$ cat src/rtl/state_table_arbiter.sv
// 16-entry {action,state} table shared by pipeline lookup, pipeline writeback
// and control-plane config ports, with a starvation guard for config.
module state_table_arbiter #(
    parameter int          STARVE_LIMIT = 8,
    parameter logic [23:0] ENTRY0_INIT  = 24'hFFFF01
) (
    input  logic        clk,
    input  logic        reset,
    input  logic        lk_req,
    input  logic [3:0]  lk_idx,
    output logic        lk_gnt,
    output logic        lk_rsp_vld,
    output logic [15:0] lk_action,
    output logic [7:0]  lk_state,
    input  logic        up_req,
    input  logic [3:0]  up_idx,
    input  logic [23:0] up_data,
    output logic        up_gnt,
    input  logic        cfg_req,
    input  logic        cfg_we,
    input  logic [3:0]  cfg_idx,
    input  logic [23:0] cfg_wdata,
    output logic        cfg_ack,
    output logic [23:0] cfg_rdata,
    output logic        init_done
);
    // state  | meaning
    // S_INIT | sweeping entries 0..15 to their reset contents, no grants
    // S_RUN  | arbitrating update > lookup > config, config forced when starved
    typedef enum logic {S_INIT, S_RUN} state_t;

    localparam int SW = ($clog2(STARVE_LIMIT + 1) > 4) ? $clog2(STARVE_LIMIT + 1) : 4;
    localparam logic [SW-1:0] LIMIT = SW'(STARVE_LIMIT);

    state_t        state;
    logic [3:0]    init_idx;
    logic [23:0]   table_mem [16];
    logic [SW-1:0] starve_cnt;
    logic          cfg_ack_r;
    logic          lk_rsp_r;
    logic          running;
    logic          cfg_avail;
    logic          force_cfg;
    logic          cfg_gnt;

    // A config access already in flight must not be granted again while the
    // requester is still holding cfg_req during its ack cycle.
    assign running   = (state == S_RUN) && !reset;
    assign cfg_avail = cfg_req && !cfg_ack_r;
    assign force_cfg = cfg_avail && (starve_cnt == LIMIT);

    assign up_gnt  = running && up_req && !force_cfg;
    assign lk_gnt  = running && lk_req && !up_req && !force_cfg;
    assign cfg_gnt = running && cfg_avail && (force_cfg || (!up_req && !lk_req));

    assign cfg_ack    = cfg_ack_r && !reset;
    assign lk_rsp_vld = lk_rsp_r && !reset;

    always_ff @(posedge clk) begin
        if (!reset) begin
            if (state == S_INIT)
                table_mem[init_idx] <= (init_idx == 4'd0) ? ENTRY0_INIT : 24'h0;
            else if (up_gnt)
                table_mem[up_idx] <= up_data;
            else if (cfg_gnt && cfg_we)
                table_mem[cfg_idx] <= cfg_wdata;
        end
    end

    always_ff @(posedge clk) begin
        if (reset) begin
            state      <= S_INIT;
            init_idx   <= 4'd0;
            init_done  <= 1'b0;
            starve_cnt <= '0;
            cfg_ack_r  <= 1'b0;
            lk_rsp_r   <= 1'b0;
            lk_action  <= 16'h0;
            lk_state   <= 8'h0;
            cfg_rdata  <= 24'h0;
        end else begin
            case (state)
                S_INIT: begin
                    init_idx <= init_idx + 4'd1;
                    if (init_idx == 4'd15) begin
                        state     <= S_RUN;
                        init_done <= 1'b1;
                    end
                end
                S_RUN: begin
                    state <= S_RUN;
                end
                default: state <= S_INIT;
            endcase

            lk_rsp_r  <= lk_gnt;
            cfg_ack_r <= cfg_gnt;

            if (lk_gnt) begin
                lk_action <= table_mem[lk_idx][23:8];
                lk_state  <= table_mem[lk_idx][7:0];
            end

            if (cfg_gnt && !cfg_we)
                cfg_rdata <= table_mem[cfg_idx];

            if (cfg_ack_r)
                starve_cnt <= '0;
            else if (running && cfg_req && !cfg_gnt && starve_cnt != LIMIT)
                starve_cnt <= starve_cnt + SW'(1);
        end
    end
endmodule
$ cat config.mk
export PLATFORM = sky130hd
export DESIGN_NAME = state_table_arbiter
export DESIGN_NICKNAME = d
export VERILOG_FILES = /design/src/rtl/state_table_arbiter.sv
export SDC_FILE = /design/constraint.sdc
export NUM_CORES = 1
export LEC_CHECK = 0
export ABC_AREA = 1
export BUFFER_PORTS_ARGS = -buffer_cell sky130_fd_sc_hd__buf_2
export CELL_PAD_IN_SITES_DETAIL_PLACEMENT = 2
export CELL_PAD_IN_SITES_GLOBAL_PLACEMENT = 2
export CORE_MARGIN = 2
export CORE_UTILIZATION = 41
export DETAILED_ROUTE_END_ITERATION = 10
export PLACE_DENSITY_LB_ADDON = 0.3
export SYNTH_ARGS = -nofsm -noshare
export SYNTH_HDL_FRONTEND = slang
export SYNTH_SLANG_ARGS = --single-unit
$ cat constraint.sdc
create_clock -name clk -period 6.74 [get_ports clk]
set_input_delay 0 -clock clk [delete_from_list [all_inputs] [get_ports clk]]
set_output_delay 0 -clock clk [all_outputs]
set_load 0.1 [all_outputs]
# [Word level (Yosys, flattened, before mapping)]
# Memory sizes are Yosys's and may differ from the RTL's. A register that Yosys moved wholly into a read port is not among the register bits.
# Cells that the tools add are included.
# W data, S select, Z words.
[op_classes] eq_ne=3 addsub=2 mux=21 n_bitwise=1 reduce_logical=31
[ops] operator="$mux W24" count=3
[ops] operator="$reduce_or A24 Y1" count=2
[ops] operator="$logic_and A1 B1 Y1" count=18
[ops] operator="$mux W1" count=15
[ops] operator="$add A4 B1 Y4 const B" count=2
[ops] operator="$eq A4 B4 Y1 const B" count=2
[ops] operator="$mux W4" count=2
[ops] operator="$logic_not A1 Y1" count=7
[ops] operator="$logic_not A4 Y1" count=1
[ops] operator="$ne A4 B4 Y1 const B" count=1
[ops] operator="$pmux W1 S2" count=1
[ops] operator="$reduce_and A2 Y1" count=1
[ops] operator="$reduce_or A2 Y1" count=1
[ops] operator="$logic_or A1 B1 Y1" count=1
[ops] operator="$not A1 Y1" count=1
[totals] register_bits=12 n_memories=1 inputBits=66 ramBits=384
[mem_list] name="table_mem" words=16 width=24 rd=2 rd_clocked_by_memory_dff=2 wr=1 line="37" text="logic [23:0] table_mem [16];"

# [Depth between registers and ports, before layout]
# Gate-level depths: netlist (run 1).
[logic_depth] word_depth=13 mapped_depth=12 ltp_nobuf=12

# [Least setup slack after synthesis (run 1)]
# No wires, ideal clock.
[synth_path] path_kind="register to register" from="register starve_cnt[0]" to="memory table_mem[10][0] (enable)" period_less_slack_ns=2.761 slack_ns=3.979 arrival_time_ns=2.356 path_stages_with_launch=12 setup_time_ns=0.405 cell_sequence="dfxtp_1 -> inv_1 -> ha_1 -> nand3_1 -> nand2_1 -> nand3_2 -> buf_6 -> buf_6 -> nand2_1 -> nand2_1 -> nand2_1 -> nor2_1"
[synth_via] elab_chain_len=12
[synth_lines] element="start: declaration" line="38" text="logic [SW-1:0] starve_cnt;"
[synth_lines] element="start signal: assignment" line="110" text="starve_cnt <= starve_cnt + SW'(1);"
[synth_lines] element="$eq A4 B4 Y1 (*)" line="50" text="assign force_cfg = cfg_avail && (starve_cnt == LIMIT);"
[synth_lines] element="$logic_and A1 B1 Y1 (*)" line="50"
[synth_lines] element="$logic_or A1 B1 Y1" line="54" text="assign cfg_gnt = running && cfg_avail && (force_cfg || (!up_req && !lk_req));"
[synth_lines] element="$logic_and A1 B1 Y1" line="54"
[synth_lines] element="$logic_and A1 B1 Y1" line="65" text="else if (cfg_gnt && cfg_we)"
[synth_lines] element="$mux W1" line="65"
[synth_lines] element="$mux W1" line="63" text="else if (up_gnt)"
[synth_lines] element="$mux W1" line="61" text="if (state == S_INIT)"
[synth_lines] element="$mux W1" line="60" text="if (!reset) begin"
[synth_lines] element="$mux W1 (implied by the code)" line="66" text="table_mem[cfg_idx] <= cfg_wdata;"
[synth_lines] element="$reduce_or A24 Y1 (no line)"
[synth_lines] element="$mux W4 (no line) or $mux W1 (tied branches)"
[synth_lines] element="end: declaration" line="37"
# Every way passes the cells marked *; elsewhere a longest branch is shown, timed or not.

# [Worst setup path after layout (run 1)]
[layout_path] from="input reset" to="memory table_mem[12][21] (enable)"
[layout_via] elab_chain_len=12
[layout_lines] element="start: declaration" line="8" text="input logic reset,"
[layout_lines] element="$logic_not A1 Y1"
[layout_lines] element="$logic_and A1 B1 Y1" line="48" text="assign running = (state == S_RUN) && !reset;"
[layout_lines] element="$logic_and A1 B1 Y1 (2 in series)" line="54"
[layout_lines] element="$logic_and A1 B1 Y1" line="65"
[layout_lines] element="$mux W1" line="65"
[layout_lines] element="$mux W1" line="63"
[layout_lines] element="$mux W1" line="61"
[layout_lines] element="$mux W1" line="60"
[layout_lines] element="$mux W1 (implied by the code)" line="66"
[layout_lines] element="$reduce_or A24 Y1 (no line)"
[layout_lines] element="$mux W4 (no line) or $mux W1 (tied branches)"
# Several ways; a longest one is shown, not always the timed one.

==> summary.md, run 1 <==
| Metric | Value |
|---|---|
| Worst Path Required | 6.94 ns |
| Final setup viols | 0 |
| Global route overflow | 0 |
| Dpl cell area | 23,800 sq um |
| GPL Wtd Cong | 0.813 |
| Gate Count Post-Synth | 2,612 |
| Crit path time final | 5.70 ns |
| Filler instances | 5,958 |
| Final non-filler cell area | 25,600 sq um |
| Hold depth | 3 |
| Deepest clock path buffer count | 3 |
| Vias/cell | 6.04 |
| Seq/Total Area, Yosys | 56.0% |
| Final setup margin | 1.04 ns |
| Layout Cells excl Fill | 3,436 |
| Unrepaired setup endpoints after global routing | no |
| Vias in the first global route | 22,978 |
| Inst Count DP | 3,328 |
| Largest net degree at the start of global routing | 99 |
| Leakage | 10.6 nW |
| Resized Gates After CTS | 0 |
| Worst reg2reg path depth | 10 |
| Routed vias | 20,762 |
| Most frequent cells after synthesis | 673 x nand2_1, 507 x nand3_1, 384 x edfxtp_1, 345 x inv_1, 193 x o211ai_1 |
| Area Growth Syn to Fin | 12.6% |
| Worst Tran Pin Value | 1.32 ns |
| Max rail drop VDD | 0.180 mV |
| Clock transition at the registers of the reported paths | 0.07 ns |
| Synth unique cells | 31 |
| Starting density of the core | 41.3% |
| Final Net Count | 2,716 |
| Die Height | 239 microns |
| Worst skew pair latency | 0.62 ns |
| CTS Buf Count | 52 |
| Crit path DAT | 5.90 ns |
| Clock sink count | 444 |
| All-layer global routing usage | 34.8% |
| Synth area leader | edfxtp_1 |
| Ant diodes | 0 |
| Cts hold-fix bufs | 9 |
| Initial antenna violation count | 0 |
| Share of layout cells above drive strength 1 | 10.2% |
| CP max FO | 47 |
| Max Slew Vio Count | 0 |
| Synthesized area | 22,700 sq um |
| Die X | 239 microns |
| Total power | 6.60 mW |
| Post-synth EDFFs | 384 |
| Setup TNS | 0 ns |
| DP Worst Slack | 1.49 ns |
| CTS root buffer | clkbuf_16 |
| Remaining routing DRC violations | 0 |
| FMAX | 176 MHz |
| Syn_nets | 2,682 |
| Placement row count | 86 |
| Core Util, Final | 46.6% |
| WS Path Type | input port to flip-flop |
| Pre-antenna DRT Iters | 7 |
| Crit path launch type | input port |
| Period utilization | 84.5% |
| Max-cap violations | 0 |
| Pwr Density | 258 nW/um^2 |
| Final WL | 100,000 microns |
| Core area | 55,000 sq um |
| Htree depth | 2 |
| Outcome | finished, final reports clean |
| Slew headroom | 12.1% |
| Die area | 57,300 sq um |
| WHS | 0.00637 ns |
| Buffers on Ports | 118 |
| Io pins | 119 |
| Synth Register Bits | 444 |
| # Post-CTS Setup Buffers | 0 |
| CP endpoint kind | flip-flop |
| Share of the synthesized area in the top cell type | 50.7% |
| Per-cell routed wire length | 29.1 microns |
| DR iter-0 viols | 1,698 |
| Most common cell in the synthesized netlist | nand2_1 |
| Area contributors post-synth | edfxtp_1 51%, nand3_1 11%, nand2_1 11% |
| Hold Crit Class | input port to flip-flop |
| Ys async rst share | 0% |
| Skew final | 0.0366 ns |
| Synth warn | 0 |
| Post-DP HPWL | 56,800 microns |
| CTS tree | done |
| ANT nets after route | 0 |
| Synthesized area per cell | 8.70 sq um |
| Global-route wire length before repair | 147,000 microns |
| Top FF cell, synth | edfxtp_1 |
| Final Hold Vio Count | 0 |
[placed cells by master (no fill, tap or decap), drive strengths merged, types with 3 or more instances in the layout]
master	netlist	final
edfxtp	384	384
ha	4	4
o21ai	9	9
bufinv	0	4
o21a	24	24
dfxtp	60	60
a31oi	17	17
inv	350	347
nor2	183	183
clkinv	0	28
clkinvlp	0	3
dlygate4sd3	0	11
nand3	509	509
a22o	7	7
nand2	680	680
a21oi	4	4
o211ai	193	193
clkbuf	57	65
buf	126	151
[area by class of cell]
type                    instances  area [sq um]  share of cell area (%)
flip-flops and latches        444         12700                    49.7
multi-input cells            1635          7970                    31.1
clock buffers                  64          1390                    5.42
inverters                     350          1320                    5.15
repair buffers                163           980                    3.83
well taps                     748           936                    3.66
clock inverters                32           274                    1.07
[critical path, stage by stage]
cell           delay (ns)
dlygate4sd3_1        0.54
buf_2                0.37
inv_2                0.70
nand2_2              0.26
nor2_4               0.19
nand3_2              0.93
inv_1                0.97
nand2_1              0.13
nand2_1              0.17
nand3_1              0.39
nor2_4               1.14
[path summary, 6_finish.rpt]
kind | slack [ns] | endpoint | start
worst min register to register | 0.52 | starve_cnt[1] | starve_cnt[1]
worst min-delay path | 0.006 | table_mem[5][22] | cfg_wdata[22]
worst max-delay path | 1.04 | table_mem[12][21] | reset
worst max register to register | 1.56 | table_mem[12][21] | starve_cnt[0]
[per-layer routing]
layer / vias up / part of all wire [%] / track usage (%) / routed length, microns
met5: - / 0 / 0 / 0
met4: 0 / 6.1 / 19.8 / 6150
met3: 305 / 6.2 / 5.39 / 6220
met2: 892 / 50 / 60.4 / 49900
met1: 10732 / 38 / 41.0 / 37800
li1: 8833 / - / - / -
[sequential cells by signal (all words and copies together) (netlist names)]
| register | count |
|---|---|
| table_mem | 384 |
| starve_cnt | 4 |
| cfg_ack_r | 1 |
| init_idx | 4 |
| state | 1 |
| lk_action | 16 |
| lk_rsp_r | 1 |
| lk_state | 8 |
| cfg_rdata | 24 |
| init_done | 1 |
[logic make-up (layout without fill, tap and decap cells)]
family,count (synthesis),after routing,synth area share (%)
AOI/OAI and AO/OA,256,256,8.36
xor gates and xnor gates,1,1,0.0385
adders and majority gates,4,4,0.220
buffers and inverters,533,609,9.64
DFF,444,444,56.0
and+or+nand+nor,1374,1374,25.7
[power by group]
part | leakage (nW) | switching (mW) | internal (mW)
logic | 5.81 | 0.499 | 0.158
clock network | 0.812 | 1.24 | 1.62
registers | 4.02 | 0.0187 | 3.07
No activity file was read; power rests on OpenSTA's default activity.
==> run 2, diff against run 1 <==
--- a/config.mk
+++ b/config.mk
@@ -5,7 +5,7 @@
 export SDC_FILE = /design/constraint.sdc
 export NUM_CORES = 1
 export LEC_CHECK = 0
-export ABC_AREA = 1
+export ABC_AREA = 0
 export BUFFER_PORTS_ARGS = -buffer_cell sky130_fd_sc_hd__buf_2
 export CELL_PAD_IN_SITES_DETAIL_PLACEMENT = 2
 export CELL_PAD_IN_SITES_GLOBAL_PLACEMENT = 2
==> constraint.sdc (replaced) <==
create_clock -name clk -period 5.1 [get_ports clk]
set_input_delay 0 -clock clk [delete_from_list [all_inputs] [get_ports clk]]
set_output_delay 0 -clock clk [all_outputs]
set_load 0.1 [all_outputs]
==> run 2 against run 1 <==
  * Clock power increased by 40%
  * Clock skew decreased by 0.014 ns
  * Sequential power increased by 33%
  * Sequential cell count unchanged
  * Register-to-register slack got worse by 0.06 ns
  * Critical path depth decreased by 5
  * Final cell count decreased by 40%
  * Area after synthesis decreased by 9.1%
  * Total power increased by 33%
  * Largest cell class unchanged
==> summary.md, run 2 <==
| Metric | Value |
|---|---|
| Per-cell routed wire length | 34.5 microns |
| Synth area leader | edfxtp_1 |
| FMAX | 278 MHz |
| Met3 usage | 4.63% |
| Htree depth | 2 |
| Outcome | finished, final reports clean |
| Clock transition at the registers of the reported paths | 0.06 ns |
| CTS tree | done |
| Share of layout cells above drive strength 1 | 31.7% |
| Pwr Density | 369 nW/um^2 |
| Post-synth EDFFs | 384 |
| Ys async rst share | 0% |
| CP endpoint kind | flip-flop |
| CTS root buffer | clkbuf_16 |
| Final setup viols | 0 |
| Largest net degree at the start of global routing | 88 |
| Max rail drop VDD | 0.215 mV |
| Core area | 50,000 sq um |
| Share of the synthesized area in the top cell type | 55.8% |
| Io pins | 119 |
| Worst R2R End | table_mem[13][2] |
| CP max FO | 32 |
| Starting density of the core | 41.3% |
| Synth Register Bits | 444 |
| Max FFs per register | 384 |
| Commonest cells after routing, fill and taps aside | 384 x edfxtp_1, 144 x mux4_2, 114 x buf_2, 75 x mux2i_1, 65 x a21oi_1 |
| Die X | 228 microns |
| Largest registers | table_mem x384, cfg_rdata x24, lk_action x16 |
| Ant diodes | 0 |
| Final Hold Vio Count | 0 |
| Max-cap violations | 0 |
| WHS Endpoint | init_idx[3] |
| Final WL | 71,600 microns |
| Crit path launch type | flip-flop |
| Met2 global-route usage | 48.0% |
| Worst Tran Pin Value | 1.26 ns |
| Top FF cell, synth | edfxtp_1 |
| WS Path Type | flip-flop to flip-flop |
| RR Startpoint | state |
| Crit path DAT | 3.90 ns |
| Period utilization | 70.6% |
| Most common cell in the synthesized netlist | edfxtp_1 |
| Hold Crit Class | input port to flip-flop |
| Register area | 12,700 sq um |
| Met1 Use GR | 35.2% |
| Buffers on Ports | 118 |
| Dpl cell area | 22,000 sq um |
| Crit path time final | 3.60 ns |
| CTS Buf Count | 49 |
| Worst Path Required | 5.40 ns |
| Busiest grt layer | met2 |
| Area contributors post-synth | edfxtp_1 56%, mux4_2 16%, dfxtp_1 5.8% |
| Max Slew Vio Count | 0 |
| GPL Wtd Cong | 0.791 |
| Hold wc startpoint | reset |
| Synthesized area | 20,700 sq um |
| Seq/Total Area, Yosys | 61.6% |
| Deepest clock path buffer count | 3 |
| Global route overflow | 0 |
| Multi-input logic area | 7460 sq um |
| Routed vias | 13,387 |
| Vias in the first global route | 14,506 |
| Gate Count Post-Synth | 1,256 |
| Largest register by flop count | table_mem |
| Area Growth Syn to Fin | 15.3% |
| Commonest non-fill, non-tap cell in the layout | edfxtp_1 |
| Die area | 52,200 sq um |
| Post-DP HPWL | 42,300 microns |
| Die Height | 228 microns |
| DR iter-0 viols | 1,178 |
| Synthesized area per cell | 16.4 sq um |
| Vias/cell | 6.45 |
| Final Net Count | 1,433 |
| Syn_nets | 1,326 |
| Synth unique cells | 55 |
| Initial antenna violation count | 0 |
| Final non-filler cell area | 23,800 sq um |
| Worst skew pair latency | 0.60 ns |
| All-layer global routing usage | 27.5% |
| # Post-CTS Setup Buffers | 0 |
| Synth warn | 0 |
| Clock sink count | 444 |
| Global-route wire length before repair | 104,000 microns |
| Pre-antenna DRT Iters | 5 |
| Setup slack, reg-to-reg | 1.50 ns |
| Unrepaired setup endpoints after global routing | no |
| Filler instances | 4,611 |
| Hold depth | 2 |
| Slew headroom | 15.7% |
| Skew final | 0.0228 ns |
| Remaining routing DRC violations | 0 |
| ANT nets after route | 0 |
| Most frequent cells after synthesis | 384 x edfxtp_1, 144 x mux4_2, 75 x mux2i_1, 67 x a21oi_1, 61 x a22oi_1 |
| Placement row count | 82 |
| Worst reg2reg path depth | 6 |
| Leakage | 8.19 nW |
| Setup TNS | 0 ns |
run 2: changes by cell type in the layout (fill, tap and decap cells not counted), moves of 19 or more:
cell | previous run | this run
nand2_1 | 673 | 59
nand3_1 | 507 | 2
inv_1 | 339 | 18
o211ai_1 | 193 | 0
nor2_1 | 163 | 10
mux4_2 | 0 | 144
mux2i_1 | 0 | 75
a21oi_1 | 4 | 65
a22oi_1 | 0 | 61
o21ai_1 | 1 | 28
a22o_1 | 7 | 31
o21a_1 | 24 | 0
nor3_1 | 0 | 20
a221oi_1 | 0 | 19
run 2: logic make-up after synthesis:
family | synth area share (%)
flip-flops | 61.6
AO/OA/AOI/OAI | 10.4
multiplexers | 20.0
AND/OR/NAND/NOR | 3.91
buffers and inverters | 3.57
XOR/XNOR | 0.212
adder cells (fa/ha/maj) | 0.242
run 2: metrics by stage:
stage | total power [mW] | util, % | hold slack [ns] | setup WS (ns) | std cells
4_1_cts | 8.85 | 47.6 | 0.00614 | 1.49 | 2075
5_1_grt | 9.01 | 47.6 | 0.0438 | 1.38 | 2075
3_5_place_dp | 4.87 | 44.0 | 0.374 | 1.56 | 1982
6_report | 8.79 | 47.6 | 0.0285 | 1.50 | 2075
3_3_place_gp | 4.83 | 44.0 | 0.369 | 1.67 | 1982
2_1_floorplan | 4.60 | - | 0.182 | 1.55 | 1256
run 2: final cells by class:
type / instances / area share, %
Inverter: 19 / 0.300
Sequential cell: 444 / 53.5
Tap cell: 672 / 3.53
Clock inverter: 26 / 1.73
Clock buffer: 65 / 5.79
Timing Repair Buffer: 157 / 3.82
Multi-Input combinational cell: 692 / 31.4
run 2: report_power, final:
| group | internal [mW] | total (mW) | switching [mW] |
|---|---|---|---|
| Clock | 2.46 | 3.99 | 1.54 |
| Sequential | 4.06 | 4.09 | 0.0258 |
| Combinational | 0.235 | 0.715 | 0.480 |
| Total | 6.75 | 8.79 | 2.04 |
run 2: critical path: stages (launching register included):
cell      delay (ns)
dfxtp_1         0.63
and2b_1         0.29
o211a_4         0.56
mux2_2          0.49
nand2b_1        0.21
a21oi_4         0.79
buf_4           0.32
run 2: what timing repair did:
| action | in CTS | in global routing |
|---|---|---|
| endpoints found under the hold margin | 1 | 0 |
| gates resized for setup | 0 | 0 |
| hold buffers | 2 | 0 |
run 2: how the worst max path moves through the flow:
stage | end | slack, ns | start
after CTS | table_mem[13][2] | 1.49 | state
final | table_mem[13][2] | 1.50 | state
after global placement | table_mem[13][4] | 1.67 | state
after global routing | table_mem[13][2] | 1.38 | state
after floorplan | table_mem[0][0] | 1.55 | starve_cnt[0]
after detailed placement | table_mem[13][2] | 1.56 | state
run 2: layer usage:
metal	wire, microns	up-vias	part of all wire (%)
li1	-	5417	-
met1	28600	7292	40
met2	36800	567	51
met3	4480	111	6.3
met4	1690	0	2.4
met5	0	-	0
